<file path="src/rtl/tff_seq_pkg.sv">
// Shared definitions for the T flip-flop sequencer: state encodings and default bank width.
package tff_seq_pkg;

  localparam int unsigned DefaultWidth = 8;

  localparam logic [2:0] StateIdle  = 3'd0;
  localparam logic [2:0] StateClear = 3'd1;
  localparam logic [2:0] StateRun   = 3'd2;
  localparam logic [2:0] StatePause = 3'd3;
  localparam logic [2:0] StateDone  = 3'd4;

  typedef enum logic [2:0] {
    StIdle  = StateIdle,
    StClear = StateClear,
    StRun   = StateRun,
    StPause = StatePause,
    StDone  = StateDone
  } state_e;

endpackage

</file>
<file path="src/rtl/tff_bank.sv">
// Bank of WIDTH T flip-flops; each bit flips on a rising clock edge when its toggle enable is set.
module tff_bank #(
  parameter int unsigned WIDTH = 8
) (
  input  logic             clk,
  input  logic             reset,
  input  logic [WIDTH-1:0] t,
  output logic [WIDTH-1:0] q
);

  always_ff @(posedge clk or posedge reset) begin
    if (reset) begin
      q <= '0;
    end else begin
      q <= q ^ t;
    end
  end

endmodule

</file>
<file path="src/rtl/tff_sequencer.sv">
// Sequencer that counts a T flip-flop bank up to, or down from, a captured limit using only
// per-bit toggle enables.
module tff_sequencer
  import tff_seq_pkg::*;
#(
  parameter int unsigned WIDTH = DefaultWidth
) (
  input  logic             clk,
  input  logic             reset,
  input  logic             start,
  input  logic             dir,
  input  logic [WIDTH-1:0] limit,
  input  logic             pause,
  input  logic             abort,
  output logic [WIDTH-1:0] q,
  output logic             busy,
  output logic             done
);

  state_e           state_q, state_d;
  logic             dir_q;
  logic [WIDTH-1:0] limit_q;
  logic [WIDTH-1:0] t;
  logic [WIDTH-1:0] step_t;
  logic [WIDTH-1:0] term;
  logic             capture;
  logic             carry;

  tff_bank #(
    .WIDTH(WIDTH)
  ) u_bank (
    .clk  (clk),
    .reset(reset),
    .t    (t),
    .q    (q)
  );

  // Bit i toggles when all lower bits are 1 (up) or all lower bits are 0 (down).
  always_comb begin
    step_t = '0;
    carry  = 1'b1;
    for (int unsigned i = 0; i < WIDTH; i++) begin
      step_t[i] = carry;
      carry     = carry & (q[i] ^ dir_q);
    end
  end

  always_comb begin
    state_d = state_q;
    t       = '0;
    capture = 1'b0;
    term    = dir_q ? '0 : limit_q;
    unique case (state_q)
      StIdle: begin
        if (start) begin
          capture = 1'b1;
          state_d = StClear;
        end
      end
      StClear: begin
        if (abort) begin
          state_d = StIdle;
        end else begin
          t       = dir_q ? (q ^ limit_q) : q;
          state_d = StRun;
        end
      end
      StRun: begin
        if (abort) begin
          state_d = StIdle;
        end else if (q == term) begin
          state_d = StDone;
        end else if (pause) begin
          state_d = StPause;
        end else begin
          t = step_t;
        end
      end
      StPause: begin
        if (abort) begin
          state_d = StIdle;
        end else if (!pause) begin
          state_d = StRun;
        end
      end
      StDone: begin
        state_d = StIdle;
      end
      default: begin
        state_d = StIdle;
      end
    endcase
  end

  always_ff @(posedge clk or posedge reset) begin
    if (reset) begin
      state_q <= StIdle;
      dir_q   <= 1'b0;
      limit_q <= '0;
    end else begin
      state_q <= state_d;
      if (capture) begin
        dir_q   <= dir;
        limit_q <= limit;
      end
    end
  end

  assign busy = (state_q == StClear) || (state_q == StRun) || (state_q == StPause);
  assign done = (state_q == StDone);

endmodule

</file>
<file path="config.mk">
export PLATFORM = sky130hd
export DESIGN_NAME = tff_sequencer
export DESIGN_NICKNAME = d
export VERILOG_FILES = /design/src/rtl/tff_seq_pkg.sv /design/src/rtl/tff_bank.sv /design/src/rtl/tff_sequencer.sv
export SDC_FILE = /design/constraint.sdc
export NUM_CORES = 1
export LEC_CHECK = 0
export BUFFER_PORTS_ARGS = -buffer_cell sky130_fd_sc_hd__buf_4
export CORE_UTILIZATION = 55
export DETAILED_ROUTE_END_ITERATION = 8
export PLACE_DENSITY = 0.78
export SYNTH_ARGS = -nofsm -noshare
export SYNTH_HDL_FRONTEND = slang
export SYNTH_HIERARCHICAL = 1
export SYNTH_SLANG_ARGS = --single-unit
</file>
<file path="constraint.sdc">
create_clock -name clk -period 2.6 [get_ports clk]
set_clock_uncertainty 0.2 [all_clocks]
set_input_delay 0.13 -clock clk [delete_from_list [all_inputs] [get_ports clk]]
set_output_delay 0.13 -clock clk [all_outputs]
set_load 0.02 [all_outputs]
</file>
### Yosys cells after proc, flatten, opt, wreduce, memory -nomap -nowiden

Cells that the tools add are included.

| cells by class | value |
|---|---|
| mux-type cells | 17 |
| bitwise logic cells | 15 |
| reduce and logical (&&, ||, !) cells | 4 |
| equal/unequal tests | 8 |

Operators by type and width:

| kind | number |
|---|---|
| $mux 8 | 6 |
| $mux 3 | 6 |
| $pmux 8 s2 | 1 |
| $xor 8x8->8 | 2 |
| $pmux 3 s4 | 1 |
| $eq 8x8->1 | 1 |
| $xor 1x1->1 | 7 |
| $and 1x1->1 | 6 |
| $eq 3x2->1 const B | 2 |
| $ne 4x4->1 const B | 1 |
| $eq 3x1->1 const B | 1 |
| $eq 3x3->1 const B | 1 |
| $logic_not 3->1 | 1 |
| $ne 3x3->1 const B | 1 |
| $reduce_and 3->1 | 1 |
| $logic_or 1x1->1 | 2 |
| $mux 1 | 2 |
| $mux 2 | 1 |
| $ne 2x2->1 const B | 1 |

| storage, ports and cells | value |
|---|---|
| register bits after elaboration | 20 |
| input bits | 14 |
| word-level logic and storage cells | 48 |
| output and inout port bits | 10 |

### Logic depth before layout (Yosys ltp)

| depth | value |
|---|---|
| depth in word-level cells | 12 |
| gate-level depth with buffers | 7 |
| depth with buffers taken out | 6 |

### Cells and area by module

The synthesis kept the hierarchy.

By module, submodules not included:

| module | area an instance (µm²) | cells each | times used |
|---|---|---|---|
| tff_sequencer | 1053.5 | 124 | 1 |
| tff_bank | 274.0 | 17 | 1 |

### Worst setup path before layout

No wires, ideal clock.

| timing | value |
|---|---|
| path type | reg2reg |
| start point | reg u_bank.q[5] |
| end point | reg u_bank.q[7] |
| library setup time | 141 ps |
| data arrival time | 1907 ps |
| clock period less this slack | 2249 ps |
| path slack | 351 ps |
| stages on the path, launching flop included | 8 |
| path through | dfrtp_1 -> buf_2 -> xor2_1 -> a2111oi_2 -> a31oi_1 -> o31ai_4 -> o41ai_1 -> xor2_1 |

| on the way | value |
|---|---|
| word-level cells in the longest chain between the ends | 8 |
| elaborated cells between the ends (all ways) | 9 |
| classes of those cells | eq/ne (1); mux (4); bitwise (4) |

Ends and longest elaborated chain:

| item | RTL line | RTL |
|---|---|---|
| from (decl) | tff_bank.sv:8 | `output logic [WIDTH-1:0] q` |
| from (signal assigned) | tff_bank.sv:15 | `q <= q ^ t;` |
| $xor 1x1->1 | tff_sequencer.sv:44 | `carry = carry & (q[i] ^ dir_q);` |
| $and 1x1->1 (2 in series) | tff_sequencer.sv:44 |  |
| $mux 8 | tff_sequencer.sv:73 | `end else if (pause) begin` |
| $mux 8 (*) | tff_sequencer.sv:71 | `end else if (q == term) begin` |
| $mux 8 (*) | tff_sequencer.sv:69 | `if (abort) begin` |
| $pmux 8 s2 (*) | tff_sequencer.sv:53 | `unique case (state_q)` |
| net t[7] | tff_sequencer.sv:23 | `logic [WIDTH-1:0] t;` |
| $xor 8x8->8 (*) | tff_bank.sv:15 |  |

The timed path passes the listed nets; every way through them passes the cells marked *.
A chain may end at the register's enable or synchronous reset.

### Final worst setup path

| timing | value |
|---|---|
| start point | reg u_bank.q[6] |
| end point | reg u_bank.q[7] |

| on the way | value |
|---|---|
| word-level cells in the longest chain between the ends | 7 |
| elaborated cells between the ends (all ways) | 8 |
| classes of those cells | eq/ne (1); mux (4); bitwise (3) |

Ends and longest elaborated chain:

| item | RTL line |
|---|---|
| $xor 1x1->1 | tff_sequencer.sv:44 |
| $and 1x1->1 | tff_sequencer.sv:44 |
| $mux 8 | tff_sequencer.sv:73 |
| $mux 8 (*) | tff_sequencer.sv:71 |
| $mux 8 (*) | tff_sequencer.sv:69 |
| $pmux 8 s2 (*) | tff_sequencer.sv:53 |
| net t[7] | tff_sequencer.sv:23 |
| $xor 8x8->8 (*) | tff_bank.sv:15 |

Marked as above.

==> impl_metrics.py <==
metrics = {
    "logic_synthesis": {
        "async_reset_ff_share_pct": 100.0,
        "yosys.area_share.simple_pct": 19.23,
        "synth-main-ff-cell": "dfrtp_1",
        "synth_most_common_cell": "dfrtp_1",
        "ys_seq_elements": 20,
        "synth_top_family_by_area": "compound AO/OA/AOI/OAI gates",
        "synth_area_leader_cell": "dfrtp_1",
        "synth_nets": 155,
        "synth_area_leaders": "dfrtp_1 38%, xor2_1 9.2%, mux2_2 4.2%",
        "synth_warnings": 6,
        "synth_fa_ha_area_share_pct": 0,
        "synth_cells": 141,
        "synthXorXnorAreaFrac_pct": 12.54,
        "synth_top_area_share_pct": 37.70,
        "synth_edf_count": 0,
        "synth_compound_area_share_pct": 20.55,
        "seq_area_frac_synth_pct": 37.70,
        "syn_avg_cell_area_um2": 9.415,
        "syn-cell-area_um2": 1328,
        "synth_mux_area_share_pct": 4.995,
        "netlist_top_cells_count": "20 x dfrtp_1, 14 x nand2_1, 14 x xor2_1, 8 x inv_1",
        "ys_types": 40,
    },
    "timing": {
        "postLayoutSetupSlackWorst_ns": 0.2152,
        "timing.final.max_slew_violations": 0,
        "hold_viol": 0,
        "grt_setup_unrepaired": "false",
        "fmax_mhz": 419.3,
        "setup_viol": 0,
        "period_minus_slack_ns": 2.385,
        "final.period_utilization_pct": 91.72,
        "holdWs_ns": 0.1518,
        "worst_pin_slew_ns": 0.6841,
        "finalSetupTns_ns": 0,
        "slew_headroom_pct": 54.18,
    },
    "die": {
        "die_width_um": 51.13,
        "core_um2": 2233,
        "die-height_um": 51.13,
        "die_area_um2": 2614,
        "start_util_pct": 59.44,
        "rows": 17,
        "io_pins": 24,
    },
    "worst_setup_path": {
        "cp-start-kind": "flip-flop",
        "required_ns": 2.64,
        "critPathMaxFanout": 9,
        "cpPeakStageDelay_ns": 0.54,
        "crit_chain": "nor2b_1 -> a2111oi_2 -> a31oi_1 -> o31ai_4 -> o41ai_1 -> xor2_1",
        "path_buf_inv": 0,
        "worst-setup-path-type": "flip-flop to flip-flop",
        "arrival_ns": 2.42,
        "crit_slowest_cell": "a31oi_1",
        "critPathTopFamily": "compound AO/OA/AOI/OAI gates",
        "cp-end-kind": "flip-flop",
    },
    "power_and_ir_drop": {
        "fin_total_pwr_mw": 2.071,
        "ir_drop_v": 0.0008229,
        "power_density_nw_per_um2": 1225,
        "p_leak_nw": 0.7306,
    },
    "detailed_routing": {
        "vias": 1248,
        "vias_per_cell": 6.088,
        "dr.pass1.iters": 4,
        "drc": 0,
        "ant_nets": 0,
        "drt-initial-drc-count": 72,
        "wl_per_cell_um": 16.39,
        "drt-total-wl_mm": 3.359,
    },
    "finish": {
        "fin_nets": 192,
        "nFillCells": 161,
        "multi_input_area_um2": 760.7,
        "antenna_cells": 0,
        "instances_no_fill": 205,
        "syn_to_final_growth_pct": 27.33,
        "drive_gt1_share_pct": 24.86,
        "seqCellArea_um2": 500.5,
    },
    "placement": {
        "dp_slack_ns": 0.2545,
        "post-dp-hpwl_mm": 2.298,
        "dp.cells": 190,
        "portBuffers": 23,
        "gp_congestion": 0.9174,
    },
    "cts": {
        "post_cts_buffers": 0,
        "cts.sinks": 20,
        "cts_tree": "built",
        "clockBufferDepth": 2,
        "clkTransAtPathRegs_ns": 0.11,
        "clk_latency_ns": 0.30,
        "htreeDepth": 1,
        "ctsRootBufferMaster": "clkbuf_4",
        "cts_buffers": 3,
    },
    "grt": {
        "antenna_found_initial": 0,
        "track_usage_pct": 30.16,
        "grt_pass1_vias": 1237,
        "grt_pass1_wl_mm": 5.671,
        "grt_max_degree": 15,
        "grt.overflow.total": 0,
    },
    "job": {
        "maxCapViolCount": 0,
    },
    "min_path": {
        "worstHoldPathType": "primary input to flip-flop",
    },
    "status": {
        "status": "completed",
    },
}
[layout by cell type (no fill, tap or decap), types with 2 or more instances in the layout]
master         instances
a211o_1                2
a21oi_1                6
a31oi_1                2
buf_4                 29
clkbuf_4               3
dfrtp_1               20
dlygate4sd3_1         11
inv_1                  8
mux2_2                 5
nand2_1               14
nand2b_1               3
nand3b_1               2
nor2_1                 6
nor2b_1                3
nor3_1                 2
nor3b_1                3
nor4_1                 3
nor4b_1                3
o21ai_0                6
o22ai_1                5
o31ai_1                4
xnor2_1                5
xor2_1                14
[layout make-up]
type | count | area share, %
inverters | 8 | 1.776
multi-input cells | 105 | 45.00
clock buffers | 4 | 2.147
repair buffers | 40 | 19.39
well taps | 28 | 2.073
flip-flops and latches | 20 | 29.61
[kinds of logic (layout without fill, tap and decap cells)]
| kind of cell | Yosys count | in the layout |
|---|---|---|
| buffers and inverters | 16 | 52 |
| DFF | 20 | 20 |
| and+or+nand+nor | 44 | 44 |
| muxes | 6 | 6 |
| xor gates and xnor gates | 19 | 19 |
| AOI/OAI and AO/OA | 36 | 36 |
[registers in the layout (all words and copies together), names as in the netlist]
register / cells
limit_q: 8
u_bank/q: 8
state_q: 3
dir_q: 1
[per-layer routing]
| layer | routed length [um] | GRT usage (%) | vias to the layer above |
|---|---|---|---|
| met5 | 0 | 0 | - |
| met4 | 42 | 14.81 | 0 |
| met3 | 223 | 6.845 | 6 |
| met2 | 1688 | 47.59 | 69 |
| met1 | 1404 | 38.64 | 592 |
| li1 | - | - | 581 |
[per-stage QoR]
step / cell area [um2] / util, %
2_1_floorplan: 1328 / -
3_3_place_gp: 1544 / 69.13
3_5_place_dp: 1544 / 69.13
4_1_cts: 1690 / 75.69
5_1_grt: 1690 / 75.69
6_report: 1690 / 75.69
[worst reg2reg max path, stage by stage (launching register included)]
cell,delay [ns]
dfrtp_1,0.53
nor2b_1,0.24
a2111oi_2,0.07
a31oi_1,0.54
o31ai_4,0.17
o41ai_1,0.41
xor2_1,0.17
[power breakdown]
group | total (mW) | internal [mW] | switching, mW
logic | 1.14 | 0.534 | 0.605
registers | 0.748 | 0.461 | 0.288
clock network | 0.183 | 0.0854 | 0.0980
[what timing repair did]
action / in CTS / in global routing
hold buffers: 11 / 0
gates resized for setup: 0 / 0
endpoints found under the hold margin: 31 / 0
[final timing paths]
| path | to | start | depth (start not counted) | slack, ns |
|---|---|---|---|---|
| min in group asynchronous | u_bank/q[3] | reset | 3 | 0.16 |
| max | u_bank/q[7] | u_bank/q[6] | 6 | 0.22 |
| max in group asynchronous | limit_q[5] | reset | 3 | 1.70 |
| min | state_q[0] | start | 4 | 0.15 |
| max reg2reg | u_bank/q[7] | u_bank/q[6] | 6 | 0.22 |
| min reg2reg | u_bank/q[2] | u_bank/q[2] | 1 | 0.38 |
No activity file was read; power rests on OpenSTA's default activity.
